## config.mk

```make
export PLATFORM = sky130hd
export DESIGN_NAME = filter_spad_flat
export DESIGN_NICKNAME = d
export VERILOG_FILES = /design/src/rtl/filter_spad_pkg.sv /design/src/rtl/filter_spad_if.sv /design/src/rtl/mod_counter.sv /design/src/rtl/filter_spad.sv /design/src/flat_wrapper.sv
export SDC_FILE = /design/constraint.sdc
export NUM_CORES = 1
export LEC_CHECK = 0
export CORE_MARGIN = 2
export CORE_UTILIZATION = 50
export DETAILED_ROUTE_END_ITERATION = 6
export GPL_ROUTABILITY_DRIVEN = 0
export PLACE_DENSITY_LB_ADDON = 0.3
export SLEW_MARGIN = 30
export SYNTH_ARGS = -nofsm -noshare
export SYNTH_HDL_FRONTEND = slang
export SYNTH_SLANG_ARGS = --single-unit
```

## constraint.sdc

```tcl
create_clock -name clk -period 4.51 [get_ports clk]
set_input_delay 0.6765 -clock clk [delete_from_list [all_inputs] [get_ports clk]]
set_output_delay 0.6765 -clock clk [all_outputs]
set_load 0.005 [all_outputs]
```

## src/rtl/filter_spad_pkg.sv

```systemverilog
// Shared constants for the filter scratchpad and the PE controllers.
package filter_spad_pkg;

    localparam int unsigned DATA_W_DEF = 16;
    localparam int unsigned DEPTH_DEF  = 16;
    localparam int unsigned ADDR_W_DEF = 4;

    typedef enum logic [1:0] {
        StEmpty = 2'd0,
        StLoad  = 2'd1,
        StReady = 2'd2
    } state_e;

endpackage

```

## src/rtl/filter_spad_if.sv

```systemverilog
// Load/read bus between the filter controllers, the PE MAC and the scratchpad.
interface filter_spad_if #(
    parameter int unsigned DATA_W = filter_spad_pkg::DATA_W_DEF,
    parameter int unsigned ADDR_W = filter_spad_pkg::ADDR_W_DEF
);
    logic [ADDR_W:0]   filter_size;
    logic [DATA_W-1:0] din;
    logic              wen;
    logic              co;
    logic              clear;
    logic              rd_en;
    logic [DATA_W-1:0] dout;
    logic              dout_valid;
    logic              last_tap;
    logic              ready;
    logic              ovf_err;

    modport master (
        output filter_size, din, wen, clear, rd_en,
        input  co, dout, dout_valid, last_tap, ready, ovf_err
    );

    modport slave (
        input  filter_size, din, wen, clear, rd_en,
        output co, dout, dout_valid, last_tap, ready, ovf_err
    );
endinterface

```

## src/rtl/mod_counter.sv

```systemverilog
// Modulo counter: counts 0..limit and wraps; clr has priority over inc.
module mod_counter #(
    parameter int unsigned W = 4
) (
    input  logic         clk,
    input  logic         rst,
    input  logic         clr,
    input  logic         inc,
    input  logic [W-1:0] limit,
    output logic [W-1:0] cnt,
    output logic         wrap
);
    logic [W-1:0] cnt_q, cnt_d;

    assign wrap = inc && (cnt_q == limit);
    assign cnt  = cnt_q;

    // Next count
    always_comb begin
        cnt_d = cnt_q;
        if (clr) begin
            cnt_d = '0;
        end else if (wrap) begin
            cnt_d = '0;
        end else if (inc) begin
            cnt_d = cnt_q + W'(1);
        end
    end

    // Count register
    always_ff @(posedge clk or negedge rst) begin
        if (!rst) begin
            cnt_q <= '0;
        end else begin
            cnt_q <= cnt_d;
        end
    end
endmodule

```

## src/rtl/filter_spad.sv

```systemverilog
// Filter scratchpad: loads one filter, then replays its taps to the PE MAC.
module filter_spad
    import filter_spad_pkg::*;
#(
    parameter int unsigned DATA_W = DATA_W_DEF,
    parameter int unsigned DEPTH  = DEPTH_DEF,
    parameter int unsigned ADDR_W = ADDR_W_DEF
) (
    input logic           clk,
    input logic           rst,
    filter_spad_if.slave  bus
);
    localparam logic [ADDR_W:0] DepthW = (ADDR_W + 1)'(DEPTH);
    localparam logic [ADDR_W:0] OneW   = (ADDR_W + 1)'(1);

    state_e            state_q, state_d;
    logic [ADDR_W:0]   size_q, size_sel, eff, eff_m1;
    logic [ADDR_W-1:0] wptr, rptr;
    logic              wr_fire, rd_fire, ovf_set, w_wrap, r_wrap, is_last;
    logic [DATA_W-1:0] mem [DEPTH];
    logic [DATA_W-1:0] dout_q;
    logic              dv_q, lt_q, ovf_q;

    // Effective tap count: live size until the first write latches it
    always_comb begin
        size_sel = (state_q == StEmpty) ? bus.filter_size : size_q;
        eff      = (size_sel == '0 || size_sel > DepthW) ? DepthW : size_sel;
        eff_m1   = eff - OneW;
        is_last  = ({1'b0, wptr} == eff_m1);
    end

    // State register
    always_ff @(posedge clk or negedge rst) begin
        if (!rst) begin
            state_q <= StEmpty;
        end else begin
            state_q <= state_d;
        end
    end

    // Next state; the write pointer wrap marks the final tap being written
    always_comb begin
        state_d = state_q;
        if (bus.clear) begin
            state_d = StEmpty;
        end else begin
            case (state_q)
                StEmpty: if (wr_fire) state_d = w_wrap ? StReady : StLoad;
                StLoad:  if (w_wrap) state_d = StReady;
                StReady: state_d = StReady;
                default: state_d = StEmpty;
            endcase
        end
    end

    // State-decoded strobes; clear suppresses any write or read that cycle
    always_comb begin
        wr_fire   = 1'b0;
        rd_fire   = 1'b0;
        ovf_set   = 1'b0;
        bus.co    = 1'b0;
        bus.ready = (state_q == StReady);
        case (state_q)
            StEmpty, StLoad: begin
                bus.co  = is_last;
                wr_fire = bus.wen && !bus.clear;
            end
            StReady: begin
                ovf_set = bus.wen && !bus.clear;
                rd_fire = bus.rd_en && !bus.clear;
            end
            default: ;
        endcase
    end

    mod_counter #(.W(ADDR_W)) u_wptr (
        .clk   (clk),
        .rst   (rst),
        .clr   (bus.clear),
        .inc   (wr_fire),
        .limit (eff_m1[ADDR_W-1:0]),
        .cnt   (wptr),
        .wrap  (w_wrap)
    );

    mod_counter #(.W(ADDR_W)) u_rptr (
        .clk   (clk),
        .rst   (rst),
        .clr   (bus.clear),
        .inc   (rd_fire),
        .limit (eff_m1[ADDR_W-1:0]),
        .cnt   (rptr),
        .wrap  (r_wrap)
    );

    // Latch the requested size on the first write of a load
    always_ff @(posedge clk or negedge rst) begin
        if (!rst) begin
            size_q <= '0;
        end else if (bus.clear) begin
            size_q <= '0;
        end else if (state_q == StEmpty && wr_fire) begin
            size_q <= bus.filter_size;
        end
    end

    // Tap storage; intentionally not reset
    always_ff @(posedge clk) begin
        if (wr_fire) begin
            mem[wptr] <= bus.din;
        end
    end

    // Registered read port and status flags; dout holds between reads
    always_ff @(posedge clk or negedge rst) begin
        if (!rst) begin
            dout_q <= '0;
            dv_q   <= 1'b0;
            lt_q   <= 1'b0;
            ovf_q  <= 1'b0;
        end else if (bus.clear) begin
            dv_q   <= 1'b0;
            lt_q   <= 1'b0;
            ovf_q  <= 1'b0;
        end else begin
            dv_q <= rd_fire;
            lt_q <= r_wrap;
            if (rd_fire) begin
                dout_q <= mem[rptr];
            end
            if (ovf_set) begin
                ovf_q <= 1'b1;
            end
        end
    end

    assign bus.dout       = dout_q;
    assign bus.dout_valid = dv_q;
    assign bus.last_tap   = lt_q;
    assign bus.ovf_err    = ovf_q;
endmodule
```

## src/flat_wrapper.sv

```systemverilog
// flat-port wrapper written by rule: the top's interface ports become plain ports
module filter_spad_flat import filter_spad_pkg::*;
#(
    parameter int unsigned DATA_W = DATA_W_DEF,
    parameter int unsigned DEPTH  = DEPTH_DEF,
    parameter int unsigned ADDR_W = ADDR_W_DEF
)
  (clk, rst, bus_filter_size, bus_din, bus_wen, bus_clear, bus_rd_en, bus_co, bus_dout, bus_dout_valid, bus_last_tap, bus_ready, bus_ovf_err);
  filter_spad_if #(.DATA_W(DATA_W), .ADDR_W(ADDR_W)) bus_i ();
  input logic clk;
  input logic rst;
  input wire logic [$bits(bus_i.filter_size)-1:0] bus_filter_size;
  input wire logic [$bits(bus_i.din)-1:0] bus_din;
  input wire logic [$bits(bus_i.wen)-1:0] bus_wen;
  input wire logic [$bits(bus_i.clear)-1:0] bus_clear;
  input wire logic [$bits(bus_i.rd_en)-1:0] bus_rd_en;
  output wire logic [$bits(bus_i.co)-1:0] bus_co;
  output wire logic [$bits(bus_i.dout)-1:0] bus_dout;
  output wire logic [$bits(bus_i.dout_valid)-1:0] bus_dout_valid;
  output wire logic [$bits(bus_i.last_tap)-1:0] bus_last_tap;
  output wire logic [$bits(bus_i.ready)-1:0] bus_ready;
  output wire logic [$bits(bus_i.ovf_err)-1:0] bus_ovf_err;
  assign bus_i.filter_size = bus_filter_size;
  assign bus_i.din = bus_din;
  assign bus_i.wen = bus_wen;
  assign bus_i.clear = bus_clear;
  assign bus_i.rd_en = bus_rd_en;
  assign bus_co = bus_i.co;
  assign bus_dout = bus_i.dout;
  assign bus_dout_valid = bus_i.dout_valid;
  assign bus_last_tap = bus_i.last_tap;
  assign bus_ready = bus_i.ready;
  assign bus_ovf_err = bus_i.ovf_err;
  filter_spad #(.DATA_W(DATA_W), .DEPTH(DEPTH), .ADDR_W(ADDR_W)) u_core (.clk(clk), .rst(rst), .bus(bus_i));
endmodule
```

==> flow_metrics.tcl <==
set metrics [dict create \
    status "completed" \
    tightest_slew_ns 0.7263 \
    clock_path_buffers 3 \
    yosysTopAreaCell "edfxtp_1" \
    numCtsBuffers 29 \
    grt_antenna_before_repair 0 \
    use_met2 0.3386 \
    cts.sink_count 290 \
    ioPinCount 47 \
    async_flop_share 0.1172 \
    clock.fmax_mhz 231.2 \
    hold_viol 0 \
    hpwl_um 13580 \
    globalRouteMet3Util 0.02963 \
    drc 0 \
    hold_buffers 0 \
    totalWireLength_um 23870 \
    wire_per_inst_um 25.09 \
    preCtsSetupSlack_ns -0.03564 \
    synth_nets 597 \
    required_ns 3.83 \
    portBuffers 46 \
    cp.arrival_ns 3.65 \
    peakVddDrop_mv 0.3190 \
    maxSlewHeadroom 0.5158 \
    grt_max_degree 69 \
    root_buffer "clkbuf_16" \
    synth_area_leaders "edfxtp_1 66%, mux4_2 15%, dfrtp_1 7.3%" \
    core_um2 22710 \
    firstDrtPassIters 4 \
    grtUsageTotal 0.2024 \
    syn_to_final_growth_pct 16.64 \
    p_leak_uw 0.004426 \
    layout_setup_ws_ns 0.1845 \
    critPathLaunchType "primary input" \
    drive_gt1_frac 0.2913 \
    fp-row-count 55 \
    yosys_warnings 0 \
    overflow 0 \
    synth.distinct_cells 46 \
    synth-seq-cells 290 \
    finalSetupViolations 0 \
    design_area_um2 13530 \
    end_kind "primary output" \
    synth_top_area_frac 0.6626 \
    layout.cells.non_filler 951 \
    placed_cell_area_um2 12560 \
    cts_tree "done" \
    synth_ff_type "edfxtp_1" \
    fillers 1611 \
    grt_pass1_wl_um 36330 \
    r2r_cells 15 \
    path_max_fanout 4 \
    holdCritPathClass "primary input to async pin" \
    vias 5721 \
    syn_area_um2 11600 \
    htree_levels 1 \
    dp.cells 896 \
    worst-setup-path-type "primary input to primary output" \
    syn_avg_cell_area_um2 20.72 \
    die_area_um2 24440 \
    grt_pass1_vias 6032 \
    grt_busiest_layer "met2" \
    synthCells 560 \
    min_period_over_period 0.9591 \
    die_h_um 156.3 \
    n_antenna_cell 0 \
    fin_tns_setup_ns 0 \
    rsz0062_at_grt "false" \
    ys_seq_area_frac 0.7360 \
    ant_nets 0 \
    routed_via_density 6.016 \
    power_density_nw_per_um2 452.6 \
    synth_edf_count 256 \
    drtIter0Drc 563 \
    clkSlewWorstSetupHoldPaths_ns 0.06 \
    start_util 0.5109 \
    maxCapViolations 0 \
    final_nets 681 \
    fp.dieW_um 156.3 \
    clk_latency_ns 0.53 \
    fin_crit_ns 4.325 \
    finClkSkew_ns 0.01330 \
    slew_violations 0 \
    use_met1 0.2806 \
]
## worst max-delay path, stage by stage
cell,delay (ns)
clkdlybuf4s50_1,0.42
or4b_1,0.56
o22a_1,0.26
ha_4,0.27
inv_1,0.10
nand2_1,0.10
ha_4,0.29
xor2_2,0.17
o2111ai_4,0.13
nor3_2,0.17
clkdlybuf4s50_1,0.52
## cell families after synthesis
family,Yosys count,share of synthesized area
XOR/XNOR,7,0.007658
AO/OA/AOI/OAI,28,0.01693
adder cells (fa/ha/maj),11,0.01186
multiplexers,102,0.1772
buffers and inverters,39,0.01726
AND/OR/NAND/NOR,83,0.03311
flip-flops,290,0.7360
## path summary, 6_finish.rpt
path / startpoint / to / slack [ns]
max: bus_filter_size[0] / bus_co / 0.18
min: rst / u_core.bus.dout[1] / 0.14
max reg2reg: u_core.state_q[0] / u_core.u_rptr.cnt[2] / 1.20
min reg2reg: u_core.bus.ovf_err / u_core.bus.ovf_err / 0.50
max in group asynchronous: rst / u_core.u_rptr.cnt[0] / 3.95
min in group clk: u_core.bus.ovf_err / u_core.bus.ovf_err / 0.50
## cell usage after synthesis (2+ instances only)
master	count
nor3b_1	2
ha_1	11
nand2_1	25
nand2b_1	2
buf_1	2
nor2_1	22
nand3_1	11
buf_2	6
nor3_1	11
buf_8	2
a31oi_1	3
xor2_1	2
mux2i_1	4
a21oi_1	13
mux4_1	3
mux2_2	17
mux4_2	77
o21ai_1	2
xnor3_1	2
dfrtp_1	34
clkbuf_1	16
xnor2_1	3
inv_1	9
edfxtp_1	256
and3_1	2
nor2b_1	2
inv_2	2
## state kept, by name, indices dropped and copies added, names as in the netlist
signal	count
u_core.u_wptr.cnt	4
u_core.state_q	2
u_core.bus.dout	16
u_core.u_rptr.cnt	4
u_core.size_q	5
u_core.bus.ovf_err	1
u_core.bus.last_tap	1
u_core.bus.dout_valid	1
u_core.mem	256
## layout make-up
class,instances,area (µm²),area share
Clock buffer,38,769.5,0.05687
Multi-Input combinational cell,231,2955,0.2184
Clock inverter,15,127.6,0.009431
Tap cell,285,356.6,0.02635
Sequential cell,290,8544,0.6314
Timing Repair Buffer,81,737.0,0.05446
Inverter,11,41.29,0.003051
## per-stage QoR
stage	utilization	total power, µW	hold WS, ns
floorplan	-	3556	0.3809
global placement	0.5531	3845	0.4866
detailed placement	0.5531	3878	0.4925
CTS	0.5942	6159	0.3261
global route	0.5959	6360	0.1676
finish	0.5959	6124	0.1362
## routing by layer
metal  vias to the layer above  routed length [µm]
met4                         0                 593
met1                      3012                9535
li1                       2467                   -
met3                        51                1553
met5                         -                   0
met2                       191               12180
## cell usage in the layout (no fill, tap or decap), drive strengths merged, types with 18 or more instances in the layout
| cell type | count |
|---|---|
| buf | 36 |
| nand2 | 25 |
| nor2 | 22 |
| mux4 | 80 |
| clkbuf | 38 |
| mux2 | 18 |
| clkdlybuf4s50 | 45 |
| edfxtp | 256 |
| dfrtp | 34 |
## power by group
group | internal [µW] | switching [µW] | total [µW] | leakage [µW]
combinational | 420 | 335 | 755 | 0.00123
sequential | 3030 | 71.8 | 3110 | 0.00276
clock | 1310 | 949 | 2260 | 0.000433
total | 4770 | 1360 | 6120 | 0.00443
## timing repair
action,in CTS,in global routing
pin swaps,1,3
gates cloned,0,0
resized for setup,3,6
setup buffers,2,0
setup endpoints to repair,1,1
Note: power is estimated with default switching activity, not from simulation.
